[src/rtl/tmds_decoder.sv]
// TMDS channel receiver: finds the 10-bit word boundary from control tokens and decodes VD/CD/VDE.
// Optional running-disparity checker is compiled in with `define TMDS_DECODER_DISP_CHECK_EN.
module tmds_decoder #(
  parameter int LOCK_COUNT = 8,
  parameter int TIMEOUT    = 8191,
  parameter int DISP_LIMIT = 8
) (
  input  logic       clk,
  input  logic       rst_n,
  input  logic [9:0] raw,
  output logic [7:0] VD,
  output logic [1:0] CD,
  output logic       VDE,
  output logic       locked,
  output logic [3:0] offset,
  output logic       disp_err,
  output logic [1:0] dbg_state_o
);

  // Encoding is visible on dbg_state_o: 0 = HUNT, 1 = VERIFY, 2 = LOCKED.
  typedef enum logic [1:0] {HUNT = 2'd0, VERIFY = 2'd1, LOCKED = 2'd2} state_t;

  localparam logic [3:0]  LockCnt = 4'(LOCK_COUNT);
  localparam logic [12:0] TmoMax  = 13'(TIMEOUT);

  // Returns {is_token, cd}.
  function automatic logic [2:0] tok_lookup(input logic [9:0] w);
    case (w)
      10'b1101010100: return 3'b100;
      10'b0010101011: return 3'b101;
      10'b0101010100: return 3'b110;
      10'b1010101011: return 3'b111;
      default:        return 3'b000;
    endcase
  endfunction

  state_t      state_q, state_d;
  logic [9:0]  prev_q;
  logic [3:0]  offset_q, offset_d;
  logic [3:0]  cnt_q, cnt_d;
  logic [12:0] tmo_q, tmo_d, tmo_inc;
  logic [3:0]  alt_off_q, alt_off_d;
  logic [3:0]  alt_cnt_q, alt_cnt_d, alt_next;
  logic [9:0]  s1_word_q;
  logic        s1_tok_q, s1_lock_q;
  logic [1:0]  s1_cd_q;
  logic [7:0]  vd_q, vd_d;
  logic [1:0]  cd_q, cd_d;
  logic        vde_q, vde_d, locked_q;

  // cand(9) reaches only raw[8]; raw[9] enters through prev_q.
  logic [18:0] win;
  logic [9:0]  match_vec, cur_word;
  logic [2:0]  cur_look, look;
  logic        hunt_hit, alt_hit;
  logic [3:0]  hunt_k, alt_k;

  assign win = {raw[8:0], prev_q};

  always_comb begin
    match_vec = '0;
    cur_word  = '0;
    look      = '0;
    for (int k = 0; k < 10; k++) begin
      look         = tok_lookup(win[k +: 10]);
      match_vec[k] = look[2];
      if (offset_q == 4'(k)) cur_word = win[k +: 10];
    end
    cur_look = tok_lookup(cur_word);
    hunt_hit = 1'b0;
    hunt_k   = '0;
    alt_hit  = 1'b0;
    alt_k    = '0;
    // Descending scan so the lowest matching offset wins.
    for (int k = 9; k >= 0; k--) begin
      if (match_vec[k]) begin
        hunt_hit = 1'b1;
        hunt_k   = 4'(k);
        if (offset_q != 4'(k)) begin
          alt_hit = 1'b1;
          alt_k   = 4'(k);
        end
      end
    end
  end

  assign tmo_inc  = (tmo_q >= TmoMax) ? TmoMax : tmo_q + 13'd1;
  assign alt_next = (alt_cnt_q != 4'd0 && alt_k == alt_off_q) ? alt_cnt_q + 4'd1 : 4'd1;

  always_comb begin
    state_d   = state_q;
    offset_d  = offset_q;
    cnt_d     = cnt_q;
    tmo_d     = tmo_q;
    alt_off_d = alt_off_q;
    alt_cnt_d = alt_cnt_q;
    case (state_q)
      HUNT: begin
        tmo_d     = '0;
        alt_cnt_d = '0;
        if (hunt_hit) begin
          offset_d = hunt_k;
          cnt_d    = 4'd1;
          state_d  = VERIFY;
        end
      end
      VERIFY: begin
        if (cur_look[2]) begin
          cnt_d = cnt_q + 4'd1;
          if (cnt_q + 4'd1 == LockCnt) begin
            state_d   = LOCKED;
            cnt_d     = '0;
            tmo_d     = '0;
            alt_cnt_d = '0;
          end
        end else begin
          state_d = HUNT;
          cnt_d   = '0;
        end
      end
      LOCKED: begin
        if (cur_look[2]) begin
          tmo_d = '0;
        end else if (tmo_inc == TmoMax) begin
          state_d = HUNT;
          tmo_d   = '0;
        end else begin
          tmo_d = tmo_inc;
        end
        // A persistent token stream at another offset moves the boundary without dropping lock.
        if (alt_hit) begin
          alt_off_d = alt_k;
          alt_cnt_d = alt_next;
          if (alt_next == LockCnt) begin
            offset_d  = alt_k;
            tmo_d     = '0;
            alt_cnt_d = '0;
            state_d   = LOCKED;
          end
        end else begin
          alt_cnt_d = '0;
        end
      end
      default: state_d = HUNT;
    endcase
  end

  logic [7:0] t, vd_dec;
  always_comb begin
    t         = s1_word_q[9] ? ~s1_word_q[7:0] : s1_word_q[7:0];
    vd_dec    = '0;
    vd_dec[0] = t[0];
    for (int i = 1; i < 8; i++) vd_dec[i] = t[i] ^ t[i-1] ^ ~s1_word_q[8];
    vd_d  = (s1_lock_q && !s1_tok_q) ? vd_dec : 8'd0;
    cd_d  = (s1_lock_q && s1_tok_q) ? s1_cd_q : 2'd0;
    vde_d = s1_lock_q && !s1_tok_q;
  end

  always_ff @(posedge clk or negedge rst_n) begin
    if (!rst_n) begin
      state_q   <= HUNT;
      prev_q    <= '0;
      offset_q  <= '0;
      cnt_q     <= '0;
      tmo_q     <= '0;
      alt_off_q <= '0;
      alt_cnt_q <= '0;
      s1_word_q <= '0;
      s1_tok_q  <= 1'b0;
      s1_cd_q   <= '0;
      s1_lock_q <= 1'b0;
      vd_q      <= '0;
      cd_q      <= '0;
      vde_q     <= 1'b0;
      locked_q  <= 1'b0;
    end else begin
      state_q   <= state_d;
      prev_q    <= raw;
      offset_q  <= offset_d;
      cnt_q     <= cnt_d;
      tmo_q     <= tmo_d;
      alt_off_q <= alt_off_d;
      alt_cnt_q <= alt_cnt_d;
      s1_word_q <= cur_word;
      s1_tok_q  <= cur_look[2];
      s1_cd_q   <= cur_look[1:0];
      s1_lock_q <= (state_d == LOCKED);
      vd_q      <= vd_d;
      cd_q      <= cd_d;
      vde_q     <= vde_d;
      locked_q  <= s1_lock_q;
    end
  end

`ifdef TMDS_DECODER_DISP_CHECK_EN
  logic [5:0] acc_q, acc_d;
  logic       derr_q, derr_d;
  logic [3:0] ones;
  logic [6:0] w7, sum7, mag7;

  // Two's-complement arithmetic on 7 bits; acc stays within +/-DISP_LIMIT.
  always_comb begin
    ones = '0;
    for (int i = 0; i < 10; i++) ones = ones + {3'd0, s1_word_q[i]};
    w7     = {3'd0, ones} - 7'd5;
    sum7   = {acc_q[5], acc_q} + w7;
    mag7   = sum7[6] ? (~sum7 + 7'd1) : sum7;
    acc_d  = sum7[5:0];
    derr_d = 1'b0;
    if (!s1_lock_q || s1_tok_q) begin
      acc_d = '0;
    end else if (mag7 > 7'(DISP_LIMIT)) begin
      acc_d  = '0;
      derr_d = 1'b1;
    end
  end

  always_ff @(posedge clk or negedge rst_n) begin
    if (!rst_n) begin
      acc_q  <= '0;
      derr_q <= 1'b0;
    end else begin
      acc_q  <= acc_d;
      derr_q <= derr_d;
    end
  end

  assign disp_err = derr_q;
`else
  // No checker built; the limit is only meaningful with it, so this is constant 0.
  assign disp_err = (DISP_LIMIT < 0);
`endif

  assign VD          = vd_q;
  assign CD          = cd_q;
  assign VDE         = vde_q;
  assign locked      = locked_q;
  assign offset      = offset_q;
  assign dbg_state_o = state_q;

endmodule

[config.mk]
export PLATFORM = sky130hd
export DESIGN_NAME = tmds_decoder
export DESIGN_NICKNAME = d
export VERILOG_FILES = /design/src/rtl/tmds_decoder.sv
export SDC_FILE = /design/constraint.sdc
export NUM_CORES = 1
export LEC_CHECK = 0
export BUFFER_PORTS_ARGS = -buffer_cell sky130_fd_sc_hd__buf_2
export CORE_MARGIN = 1.5
export CORE_UTILIZATION = 30
export CTS_BUF_LIST = sky130_fd_sc_hd__clkbuf_16
export DETAILED_ROUTE_END_ITERATION = 8
export PLACE_DENSITY = 0.57
export SYNTH_ARGS = -nofsm -noshare
export SYNTH_HDL_FRONTEND = slang
export SYNTH_SLANG_ARGS = --single-unit
[constraint.sdc]
create_clock -name clk -period 2.9 [get_ports clk]
set_input_delay 0.145 -clock clk [delete_from_list [all_inputs] [get_ports clk]]
set_output_delay 0.145 -clock clk [all_outputs]
set_load 0.01 [all_outputs]
Word level (Yosys, flattened, before mapping)

Cells that the tools add are included.

Logic and storage cells: 238
Input bits: 12
Register bits after elaboration: 67

Reductions and logical operators: 15
Add/subtract/negate cells: 3
Mux-type cells: 114
Order comparisons: 1
Bitwise gates (word level): 16
Equal/unequal tests: 74

Operators by type and width:

| cell                  | count |
|---|---|
| $eq 10x10->1 const B  | 22 |
| $mux 4                | 41 |
| $pmux 3 s4            | 11 |
| $eq 10x8->1 const B   | 11 |
| $eq 10x9->1 const B   | 11 |
| $mux 10               | 10 |
| $mux 13               | 7 |
| $pmux 13 s3           | 1 |
| $mux 1                | 30 |
| $eq 4x3->1 const B    | 4 |
| $eq 4x4->1 const B    | 4 |
| $mux 2                | 8 |
| $mux 8                | 2 |
| $ne 4x3->1 const B    | 4 |
| $pmux 4 s2            | 2 |
| $xor 1x1->1           | 14 |
| $add 13x1->13 const B | 1 |
| $eq 13x13->1 const B  | 1 |
| $ge 13x13->1 const B  | 1 |
| $pmux 4 s3            | 1 |
| $ne 2x2->1 const B    | 5 |
| $add 4x1->4 const B   | 2 |
| $eq 4x2->1 const B    | 2 |
| $ne 4x2->1 const B    | 2 |
| other kinds (19)      | 26 |

Logic depth before layout (Yosys ltp)

Gate-level depths: netlist of run 1.

Depth after elaboration: 29
Depth in mapped cells: 15
Gate-level depth less buffers: 10

Least setup slack after synthesis of run 1

Ideal clock, no wire load.

Path kind: register to register
Start point: register offset_q[1], in the netlist offset[1]
End point: register tmo_q[10]
Period minus slack after synthesis: 3.033 ns
Data required time: 2.774 ns
Cell stages (with the launch flop): 13
Setup slack: -0.133 ns
Arrival time: 2.907 ns
Library setup time: 0.126 ns
Cell sequence: dfrtp_1 -> buf_6 -> buf_6 -> nand2b_1 -> o21ai_1 -> o2bb2a_1 -> a221oi_1 -> xnor2_1 -> nand3_1 -> a2111oi_4 -> nor3b_2 -> buf_6 -> a221o_1

Word-level cells in the longest chain between the ends: 28

RTL lines:

| item                   | RTL line | RTL |
|---|---|---|
| start, declared        | 39       | `logic [3:0] offset_q, offset_d;` |
| start signal, assigned | 179      | `offset_q <= offset_d;` |
| $ne 4x4->1             | 79       | `if (offset_q != 4'(k)) begin` |
| $mux 4                 | 79       |  |
| $mux 4                 | 76       | `if (match_vec[k]) begin` |
| $mux 4                 | 79       |  |
| $mux 4                 | 76       |  |
| $mux 4                 | 79       |  |
| $mux 4                 | 76       |  |
| $mux 4                 | 79       |  |
| [12 not listed]        | --       |  |
| $mux 4                 | 76       |  |
| $eq 4x4->1             | 88       | `assign alt_next = (alt_cnt_q != 4'd0 && alt_k == alt_off_q) ? alt_cnt_q + 4'd1 : 4'd1;` |
| $logic_and 1x1->1      | 88       |  |
| $mux 4                 | 88       |  |
| $eq 4x4->1             | 134      | `if (alt_next == LockCnt) begin` |
| $mux 13                | 134      |  |
| $mux 13                | 131      | `if (alt_hit) begin` |
| $pmux 13 s3            | 97       | `case (state_q)` |
| end signal, assigned   | 181      | `tmo_q <= tmo_d;` |
| end, declared          | 41       | `logic [12:0] tmo_q, tmo_d, tmo_inc;` |

Parallel ways exist; a longest one is shown, timed or not.
A chain may end at the register's enable or synchronous reset.

Worst setup path in the final report of run 1

Start point: register offset_q[1], in the netlist offset[1]
End point: register tmo_q[2]

RTL lines:

| item                                       | RTL line | RTL |
|---|---|---|
| $logic_not 4->1                            | 67       | `if (offset_q == 4'(k)) cur_word = win[k +: 10];` |
| $mux 10 (9 in a row)                       | 67       |  |
| $mux 10 *                                  | 67       |  |
| net cur_word[6]                            | 53       | `logic [9:0] match_vec, cur_word;` |
| $eq 10x10->1, or another cell as far along | 28       | `case (w)` |
| $pmux 3 s4 *                               | 28       |  |
| $mux 13                                    | 122      | `if (cur_look[2]) begin` |
| $mux 13                                    | 134      |  |
| $mux 13                                    | 131      |  |
| $pmux 13 s3                                | 97       |  |

The timed path passes the listed nets; every way through them passes the cells marked *.

==> summary.txt, run 1 <==
Status = complete, but fails checks
Failing checks = negative setup slack
Final min period = 3.10 ns
Row cnt = 47
Tcrit/Tclk final = 107%
Worst-Skew Late Latency = 0.35 ns
FF-to-FF Start = offset[1]$_DFFE_PN0P_
Crit-path cells = buf_6 -> and3b_2 -> buf_4 -> a221oi_4 -> a211oi_4 -> or4b_4 -> nor4_4 -> or2_4 -> nor3b_2 -> buf_4 -> a221o_1
Kind of critical path = reg2reg
Setup TNS = -3.03 ns
I/O pin cnt = 31
Syn Std Cell Area = 5140 sq um
Largest net degree at the start of global routing = 40
Crit-path slowest cell = or4b_4
Post-synth top flop = dfrtp_1
Die Footprint = 17900 sq um
Final-report max-slew violation count = 0
Final setup vio count = 21
Syn avg cell area = 8.69 sq um
Final hold vios = 0
Gr ovfl total = 0
Gpl congestion = 0.924
Net Count, Synth = 607
Number of synthesized flops with an enable pin = 0
Layout cell share with drive strength beyond 1 = 35.8%
Layout Nets = 756
Skew final = 0.00919 ns
First-pass GRT wire length = 25900 um
Final worst slack = -0.199 ns
Worst Tran Pin Value = 0.698 ns
Post-synth ARST share = 100%
Worst-path clk slew = 0.06 ns
# DRC = 0
Register area share after synthesis = 32.6%
Yosys cell types = 86
Initial core utilization = 30.9%
# port buffers = 29
Die H = 134 um
Vias per cell = 5.36
Leak = 0.00316 uW
Initial antenna violation count = 0
DRT iter0 DRCs = 394
Slew headroom = 53.5%
Hold path start = raw[2]
Final WL = 16100 um
Hold Path End = prev_q[2]$_DFF_PN0_
H-tree Lvls = 3
Final Non-Filler Cells = 964
Vias in the first global route = 5059
Most common cell after layout, fill and taps aside = buf_4
Fillers = 1627
Most frequent cells in the layout = buf_4 (140), dfrtp_1 (63), nor2_1 (44)
WL per Instance = 16.7 um
Post-DRT Antenna Nets = 0
CP Capture Type = register
FMAX = 323 MHz
Cells after Synth = 591
CP max stage delay = 0.52 ns
Core Box Area = 16600 sq um
FF-to-FF setup slack = -0.20 ns
Num CTS Buffers = 9
CP Launch Type = register
Routed vias = 5171
Seq cells post-synth = 67
Critical Path RT = 3.13 ns
Pre-CTS WS = -0.370 ns
Root Driver = clkbuf_16
Hold/Removal Path Class = in2reg
DR pass1 iterations = 5
Reg2reg path depth = 11
FF-to-FF End = tmo_q[2]$_DFFE_PN0P_
CP max FO = 7
Crit path DAT = 3.33 ns
Deepest clock path buffer count = 2
Synth warn = 0
Area added between synthesis and finish = 37.7%
TritonCTS clock tree = yes
Post-detail-place hpwl = 12000 um
Maximum vdd drop = 308 uV
Clock sink total = 67
WHS = 0.0502 ns
Max_cap viols = 0
Die X = 134 um
RSZ-0062 raised after global routing = yes
Ant. Diodes = 0
Overall Global Routing Usage = 18.3%
Placed Cells = 928
Cell mode on critical path = buf_4
Cells on Worst Hold Path = 2
PwrDens = 417 nW/um^2
[worst max path at each step]
stage / from / cells after the start / to / slack [ns]
finish: offset[1]$_DFFE_PN0P_ / 11 / tmo_q[2]$_DFFE_PN0P_ / -0.20
global placement: offset[1]$_DFFE_PN0P_ / 9 / offset[0]$_DFFE_PN0P_ / -0.36
CTS: offset[0]$_DFFE_PN0P_ / 10 / tmo_q[8]$_DFFE_PN0P_ / -0.19
floorplan: offset[0]$_DFFE_PN0P_ / 11 / tmo_q[10]$_DFFE_PN0P_ / -0.05
global route: offset[2]$_DFFE_PN0P_ / 11 / tmo_q[8]$_DFFE_PN0P_ / -0.31
detailed placement: offset[1]$_DFFE_PN0P_ / 10 / tmo_q[8]$_DFFE_PN0P_ / -0.37
[registers in the layout, indices dropped and copies added (netlist names)]
signal and cells:
s1_lock_q 1, dbg_state_o 2, VD 8, VDE 1, alt_cnt_q 4, locked 1
offset 4, CD 2, s1_cd_q 2, alt_off_q 4, prev_q 10, s1_tok_q 1
tmo_q 13, cnt_q 4, s1_word_q 10
[stage by stage]
step	utilization, %	total power [uW]	area [sq um]
after floorplan	-	1490	5180
after global placement	38.1	1770	6340
after detailed placement	38.1	1780	6340
after CTS	41.2	2920	6860
after global routing	42.5	3090	7070
final	42.5	2950	7070
[cell usage after synthesis (all sizes together) (8+ instances only)]
cell    number  area share (%)
a211oi       8             1.4
a22o         8             1.4
a221o       13             2.5
nor3        20             1.9
dfrtp       67              33
a21oi       24             2.5
o31ai       12             1.9
nand2b      17             2.1
mux2i       18             3.6
nand3       32             3.1
nand2       39             2.8
xnor2       16             2.7
nor3b        9             1.6
buf         31             4.7
nand4       13             1.6
inv         22             1.6
nor2b       20             2.4
o21ai       38             3.8
clkbuf      16             1.2
nor2        45             3.3
and3         8            0.97
[layer usage]
metal	GRT usage (%)	vias up	wire, um
met5	0	-	0
met4	7.37	0	373
met3	2.27	29	636
met2	30.8	140	7770
met1	23.7	2519	7310
li1	-	2483	-
[power by group]
part           internal, uW  leakage, uW  switching (uW)
Sequential              989     0.000881            52.6
Clock                   661     0.000136             424
Combinational           415      0.00214             406
Total                  2060      0.00316             883
[worst max-delay path: cells and delay by family, from the launching register on]
kind | cells | cell delay, ns
and+or+nand+nor | 5 | 1.32
AOI/OAI and AO/OA | 3 | 0.68
buffers and inverters | 3 | 0.50
DFF | 1 | 0.47
[cell type report]
cell class / instances / area, sq um / area share [%]
tap: 220 / 275 / 3.89
multi-input combinational: 455 / 3350 / 47.4
sequential: 67 / 1680 / 23.8
inverter: 22 / 82.6 / 1.17
clock inverter: 6 / 66.3 / 0.937
timing repair buffer: 185 / 1390 / 19.6
clock buffer: 9 / 225 / 3.18
[cell families (layout without fill, tap and decap cells)]
logic type,count (synthesis),count (layout),share of synthesized area (%)
AO/OA/AOI/OAI,163,163,24.3
XOR/XNOR,19,19,3.24
adder cells (fa/ha/maj),4,4,0.974
buffers and inverters,69,222,7.50
flip-flops,67,67,32.6
multiplexers,22,22,4.46
other,1,1,0.0730
AND/OR/NAND/NOR,246,246,26.9
[timing repair]
| action | in CTS | in global routing |
|---|---|---|
| hold buffers | 5 | 0 |
| cloned | 1 | 0 |
| resized for setup | 28 | 36 |
| hold endpoints to repair | 32 | 0 |
| setup buffers | 7 | 9 |
| pin swaps | 2 | 22 |
| setup endpoints to repair | 28 | 30 |
(Power assumes the default switching activity.)
==> run 2: changes to the inputs <==
--- a/config.mk
+++ b/config.mk
@@ -7,10 +7,11 @@
 export LEC_CHECK = 0
 export BUFFER_PORTS_ARGS = -buffer_cell sky130_fd_sc_hd__buf_2
 export CORE_MARGIN = 1.5
-export CORE_UTILIZATION = 30
+export CORE_UTILIZATION = 33
 export CTS_BUF_LIST = sky130_fd_sc_hd__clkbuf_16
 export DETAILED_ROUTE_END_ITERATION = 8
-export PLACE_DENSITY = 0.57
+export PLACE_DENSITY = 0.6
+export SETUP_SLACK_MARGIN = 0.2
 export SYNTH_ARGS = -nofsm -noshare
 export SYNTH_HDL_FRONTEND = slang
 export SYNTH_SLANG_ARGS = --single-unit
==> run 2 against run 1 <==
  * Register-to-register slack worse by 0.08 ns
  * First-iteration DRC count up 27%
  * Sequential power about the same
  * Via count up 4.4%
  * The flow still finishes with violations (negative setup slack)
  * Global-route usage up 1.6 points
==> summary.txt, run 2 (synthesis gave the netlist of run 1 again) <==
Met3 wire len = 835 um (+31%)
Worst-Skew Late Latency = 0.34 ns (about the same)
Gpl congestion = 0.937 (+1.5%)
Area added between synthesis and finish = 47.4%
RSZ-0062 raised after global routing = yes
Final worst slack = -0.275 ns (-0.0757 ns)
Routed length on met1 = 7200 um (-1.5%)
Most common cell after layout, fill and taps aside = buf_4
Leak = 0.00338 uW (+7.0%)
Core Box Area = 15200 sq um (-8.7%)
Pre-CTS WS = -0.435 ns (-0.0654 ns)
Max_cap viols = 0 (unchanged)
Initial core utilization = 33.8% (+2.9 points)
# DRC = 0 (unchanged)
Hold/Removal Path Class = in2reg
Worst-path clk slew = 0.06 ns (about the same)
Die Footprint = 16300 sq um (-8.9%)
Final min period = 3.18 ns (+0.0757 ns)
Skew final = 0.00545 ns (-0.00374 ns)
FF-to-FF setup slack = -0.28 ns (-0.08 ns)
TritonCTS clock tree = yes
Crit path launch = offset[1]$_DFFE_PN0P_
Hold Path End = prev_q[3]$_DFF_PN0_
PwrDens = 416 nW/um^2 (-0.12%)
Final-report max-slew violation count = 0 (unchanged)
Worst Tran Pin Value = 0.781 ns (+0.0830 ns)
Fillers = 1383 (-15%)
I/O pin cnt = 31 (unchanged)
Critical Path RT = 3.12 ns (about the same)
Crit-path cells = buf_6 -> or4b_4 -> nand4_1 -> o21ai_2 -> o31ai_2 -> and3_4 -> mux2i_4 -> buf_6 -> a2111oi_4 -> buf_4 -> buf_12 -> nor3_1 -> a221o_1
Crit-path slowest cell = or4b_4
Row cnt = 45 (-4.3%)
FF-to-FF Start = offset[1]$_DFFE_PN0P_
Kind of critical path = reg2reg
Post-DRT Antenna Nets = 0 (unchanged)
Post-detail-place hpwl = 11800 um (-1.8%)
Largest registers = tmo_q x13, prev_q x10, s1_word_q x10
Cells on Worst Hold Path = 2 (unchanged)
Largest net degree at the start of global routing = 24 (-40%)
Root Driver = clkbuf_16
Die H = 128 um (-4.5%)
Final setup vio count = 23 (+9.5%)
Num CTS Buffers = 9 (unchanged)
Layout cell share with drive strength beyond 1 = 42.0% (+6.3 points)
CP Capture Type = register
Gr ovfl total = 0 (unchanged)
DR pass1 iterations = 5 (unchanged)
Met2 wire len = 7880 um (+1.4%)
Status = complete, but fails checks
FF-to-FF End = tmo_q[3]$_DFFE_PN0P_
Reg power frac = 32.9% (-2.4 points)
First-pass GRT wire length = 25900 um (about the same)
Reg2reg path depth = 13 (+2)
DP Area = 6430 sq um (+1.4%)
Most frequent cells in the layout = buf_4 (159), dfrtp_1 (65), nor2_1 (43)
Net Sw Frac = 29.4% (-0.50 points)
Initial antenna violation count = 0 (unchanged)
Tcrit/Tclk final = 109% (+2.6 points)
Int Power = 2220 uW (+7.7%)
Final hold vios = 0 (unchanged)
CP Launch Type = register
Maximum vdd drop = 375 uV (+22%)
Max reg flops = 13 (unchanged)
Routed vias = 5400 (+4.4%)
Top Layer Used = met4
CP max stage delay = 0.54 ns (+0.02 ns)
Vias per cell = 5.59 (+4.2%)
Hold path start = raw[3]
Failing checks = negative setup slack
Crit path DAT = 3.39 ns (+0.06 ns)
WL per Instance = 16.8 um (+0.72%)
Die X = 128 um (-4.5%)
Ant. Diodes = 0 (unchanged)
Final WL = 16200 um (+0.93%)
Overall Global Routing Usage = 19.9% (+1.6 points)
Biggest register = tmo_q
Clock sink total = 67 (unchanged)
Slew headroom = 47.8% (-5.6 points)
Switch Pwr = 928 uW (+5.2%)
Comb power frac = 29.0% (+1.2 points)
Layout Nets = 789 (+4.4%)
CP max FO = 7 (unchanged)
Final Util = 49.8% (+7.3 points)
# port buffers = 29 (unchanged)
Clock power share = 38.0% (+1.2 points)
Final instance area = 7570 sq um (+7.1%)
Vias in the first global route = 5135 (+1.5%)
Deepest clock path buffer count = 2 (unchanged)
H-tree Lvls = 3 (unchanged)
DRT iter0 DRCs = 500 (+27%)
FMAX = 315 MHz (-2.4%)
Cell mode on critical path = buf_6
[run 2: cell types whose count changed in the layout (fill, tap and decap cells not counted), moves of 3 or more]
cell,delta
nor3_2,+3
o21ai_1,+3
nor3b_1,-3
or2_4,+3
nor3_1,-5
buf_8,+3
o21ai_2,+3
o21ai_0,-6
buf_4,+19
buf_6,+10
[run 2: final cells by class]
class                           instances  area (sq um)  area share (%)
Clock buffer                            9           225            2.97
Tap cell                              188           235            3.11
Multi-Input combinational cell        456          3530            46.5
Inverter                               22          82.6            1.09
Timing Repair Buffer                  217          1730            22.8
Clock inverter                          7           101            1.34
Sequential cell                        67          1680            22.2
[run 2: worst max-delay path, delay by kind of cell, from the launching register on]
kind | cells | cell delay [ns]
and+or+nand+nor | 4 | 1.01
AOI/OAI and AO/OA | 4 | 0.93
buffers and inverters | 4 | 0.60
DFF | 1 | 0.42
muxes | 1 | 0.09
[run 2: metrics by stage]
step	hold slack [ns]	TNS, ns	power [uW]	std cells
after global placement	0.133	-8.16	1800	913
after floorplan	-0.151	-0.498	1500	591
after CTS	0.0638	-2.74	3110	956
final	0.0748	-4.36	3150	966
after global routing	0.0756	-6.89	3280	966
after detailed placement	0.135	-9.05	1810	913
[run 2: how the worst max path moves through the flow]
stage	endpoint	cells past startpoint
after CTS	offset[2]$_DFFE_PN0P_	11
after floorplan	tmo_q[10]$_DFFE_PN0P_	11
after detailed placement	tmo_q[3]$_DFFE_PN0P_	11
after global placement	tmo_q[3]$_DFFE_PN0P_	12
after global routing	tmo_q[3]$_DFFE_PN0P_	14
final	tmo_q[3]$_DFFE_PN0P_	13
[run 2: per-layer routing]
layer  global-route usage, %  up-vias
met5                       0        -
met4                    5.88        0
met3                    3.67       27
met2                    33.3      164
met1                    26.1     2638
li1                        -     2571
[run 2: what timing repair did]
item,4_1_cts,5_1_grt
pin swaps,26,19
gates cloned,2,2
hold buffers,4,0
setup buffers,21,8
gates resized for setup,54,62
setup endpoints to repair,29,34
hold endpoints to repair,23,0
[run 2: power by group through the flow]
stage | logic (uW) | registers (uW) | clock network, uW
floorplan | 457 | 1040 | 0
global placement | 746 | 1050 | 0
detailed placement | 759 | 1060 | 0
CTS | 843 | 1040 | 1220
global route | 982 | 1050 | 1250
finish | 915 | 1040 | 1200
==> run 3: changes to the inputs <==
--- a/config.mk
+++ b/config.mk
@@ -5,7 +5,7 @@
 export SDC_FILE = /design/constraint.sdc
 export NUM_CORES = 1
 export LEC_CHECK = 0
-export BUFFER_PORTS_ARGS = -buffer_cell sky130_fd_sc_hd__buf_2
+export BUFFER_PORTS_ARGS = -buffer_cell sky130_fd_sc_hd__buf_4
 export CORE_MARGIN = 1.5
 export CORE_UTILIZATION = 33
 export CTS_BUF_LIST = sky130_fd_sc_hd__clkbuf_16
==> run 3 against run 2 <==
  * The run still ends with negative setup slack left
  * Via count fell by 1.0%
  * Design area fell by 3.2%
  * Global-route usage rose by 1.1 points
  * Sequential share of layout area rose by 0.77 points
  * Die area did not move
  * Critical path type unchanged
  * Largest cell class unchanged
  * Highest routed layer unchanged
==> summary.txt, run 3 (synthesis gave the netlist of run 1 again) <==
# DRC = 0 (unchanged)
FF-to-FF End = tmo_q[10]$_DFFE_PN0P_
Initial core utilization = 33.8% (unchanged)
First-pass GRT wire length = 27100 um (+4.9%)
Biggest register = tmo_q
Hold path start = raw[1]
Kind of critical path = reg2reg
Tcrit/Tclk final = 108% (-1.9 points)
RSZ-0062 raised after global routing = yes
DP Area = 6490 sq um (+0.86%)
Final instance area = 7340 sq um (-3.2%)
Die Footprint = 16300 sq um (unchanged)
WHS = 0.0295 ns (-0.0453 ns)
Critical Path RT = 3.13 ns (about the same)
Cells on Worst Hold Path = 2 (unchanged)
Root Driver = clkbuf_16
Most frequent cells in the layout = buf_4 (166), dfrtp_1 (62), nor2_1 (43)
Hold/Removal Path Class = in2reg
Leak = 0.00324 uW (-4.2%)
DRT iter0 DRCs = 509 (+1.8%)
# port buffers = 29 (unchanged)
Initial antenna violation count = 0 (unchanged)
Die X = 128 um (unchanged)
FF-to-FF Start = offset[0]$_DFFE_PN0P_
Layout cell share with drive strength beyond 1 = 37.6% (-4.5 points)
Skew final = 0.00843 ns (+0.00297 ns)
CP Capture Type = register
Switch Pwr = 898 uW (-3.2%)
Crit path DAT = 3.35 ns (-0.04 ns)
Core Box Area = 15200 sq um (unchanged)
DR pass1 iterations = 5 (unchanged)
Reg power frac = 35.9% (+3.0 points)
Clock sink total = 67 (unchanged)
WL per Instance = 17.9 um (+6.7%)
Routed vias = 5344 (-1.0%)
Die H = 128 um (unchanged)
FF-to-FF setup slack = -0.22 ns (+0.05 ns)
Comb power frac = 29.3% (+0.3 points)
Largest net degree at the start of global routing = 68 (+180%)
Largest registers = tmo_q x13, prev_q x10, s1_word_q x10
Vias per cell = 5.66 (+1.3%)
H-tree Lvls = 3 (unchanged)
Most common cell after layout, fill and taps aside = buf_4
Final WL = 16900 um (+4.3%)
Gr ovfl total = 0 (unchanged)
Ant. Diodes = 0 (unchanged)
Post-detail-place hpwl = 12100 um (+2.4%)
Max_cap viols = 0 (unchanged)
Slew headroom = 43.0% (-4.9 points)
FMAX = 320 MHz (+1.8%)
Reg2reg path depth = 12 (-1)
Final min period = 3.12 ns (-0.0547 ns)
Area added between synthesis and finish = 42.8%
Worst-Skew Late Latency = 0.35 ns (about the same)
Max reg flops = 13 (unchanged)
Deepest clock path buffer count = 2 (unchanged)
Clock power share = 34.7% (-3.3 points)
Gpl congestion = 0.947 (+1.0%)
Status = complete, but fails checks
Vias in the first global route = 5370 (+4.6%)
CP Launch Type = register
TritonCTS clock tree = yes
Overall Global Routing Usage = 20.9% (+1.1 points)
I/O pin cnt = 31 (unchanged)
Row cnt = 45 (unchanged)
Final-report max-slew violation count = 0 (unchanged)
Net Sw Frac = 30.9% (+1.5 points)
Int Power = 2010 uW (-9.8%)
Worst-path clk slew = 0.06 ns (about the same)
Total Power Consumption = 2900 uW (-7.9%)
Final hold vios = 0 (unchanged)
Final setup vio count = 23 (unchanged)
Final worst slack = -0.220 ns (+0.0547 ns)
Layout Nets = 767 (-2.8%)
Hold Path End = prev_q[1]$_DFF_PN0_
CP max FO = 12 (+5)
Num CTS Buffers = 9 (unchanged)
PwrDens = 396 nW/um^2 (-4.9%)
Worst Tran Pin Value = 0.856 ns (+0.0748 ns)
Post-DRT Antenna Nets = 0 (unchanged)
Maximum vdd drop = 305 uV (-19%)
Failing checks = negative setup slack
run 3: cell count changes in the layout (fill, tap and decap cells not counted), sizes merged:
cell and delta:
buf -22, clkinv +1, bufinv -2, clkinvlp +1
run 3: layer usage:
metal	vias up	share of wire (%)	track usage (%)
met5	-	0	0
met4	0	1.8	6.94
met3	29	5.3	4.34
met2	199	49	35.5
met1	2598	44	26.6
li1	2518	-	-
run 3: worst max-delay path by stage:
stage | depth (start not counted) | from | endpoint
after global placement | 11 | offset[1]$_DFFE_PN0P_ | tmo_q[3]$_DFFE_PN0P_
after floorplan | 11 | offset[0]$_DFFE_PN0P_ | tmo_q[10]$_DFFE_PN0P_
final | 12 | offset[0]$_DFFE_PN0P_ | tmo_q[10]$_DFFE_PN0P_
after CTS | 12 | offset[0]$_DFFE_PN0P_ | tmo_q[2]$_DFFE_PN0P_
after global routing | 13 | prev_q[8]$_DFF_PN0_ | tmo_q[4]$_DFFE_PN0P_
after detailed placement | 14 | offset[1]$_DFFE_PN0P_ | tmo_q[2]$_DFFE_PN0P_
run 3: timing repair:
action,CTS,global route
hold endpoints to repair,70,0
cloned,1,2
buffers inserted,6,11
setup endpoints to repair,30,35
hold buffers,4,0
resized for setup,29,52
pin swaps,12,12
run 3: cell type report:
type	count	area (sq um)
flip-flops and latches	67	1680
clock buffers	9	225
well taps	188	235
multi-input cells	456	3400
clock inverters	7	42.5
repair buffers	195	1670
inverters	22	82.6
fillers	1415	7870
run 3: power by group through the flow:
stage	Clock (uW)	Combinational [uW]	Sequential [uW]
6_report	1010	852	1040
5_1_grt	1060	918	1050
4_1_cts	1020	797	1040
3_5_place_dp	0	751	1060
3_3_place_gp	0	742	1060
2_1_floorplan	0	457	1040
run 3: critical path, cell delays in order (launching register included):
cell and delay, ns:
dfrtp_2 0.45, buf_6 0.14, or4b_4 0.56, buf_6 0.15, nor2_4 0.07, a221oi_2 0.05, buf_4 0.16, or2_4 0.25
nor4_4 0.34, or2_4 0.25, buf_4 0.22, nor3_1 0.08, a221o_1 0.27
run 3: metrics by stage:
step                      std cells  util, %  worst slack [ns]  setup TNS, ns
after global placement          904     42.7            -0.303          -5.40
after CTS                       931     45.9            -0.181          -3.07
after detailed placement        904     42.7            -0.380          -6.97
final                           944     48.3            -0.220          -3.79
after floorplan                 591        -           -0.0544         -0.498
after global routing            944     48.3            -0.387          -7.52
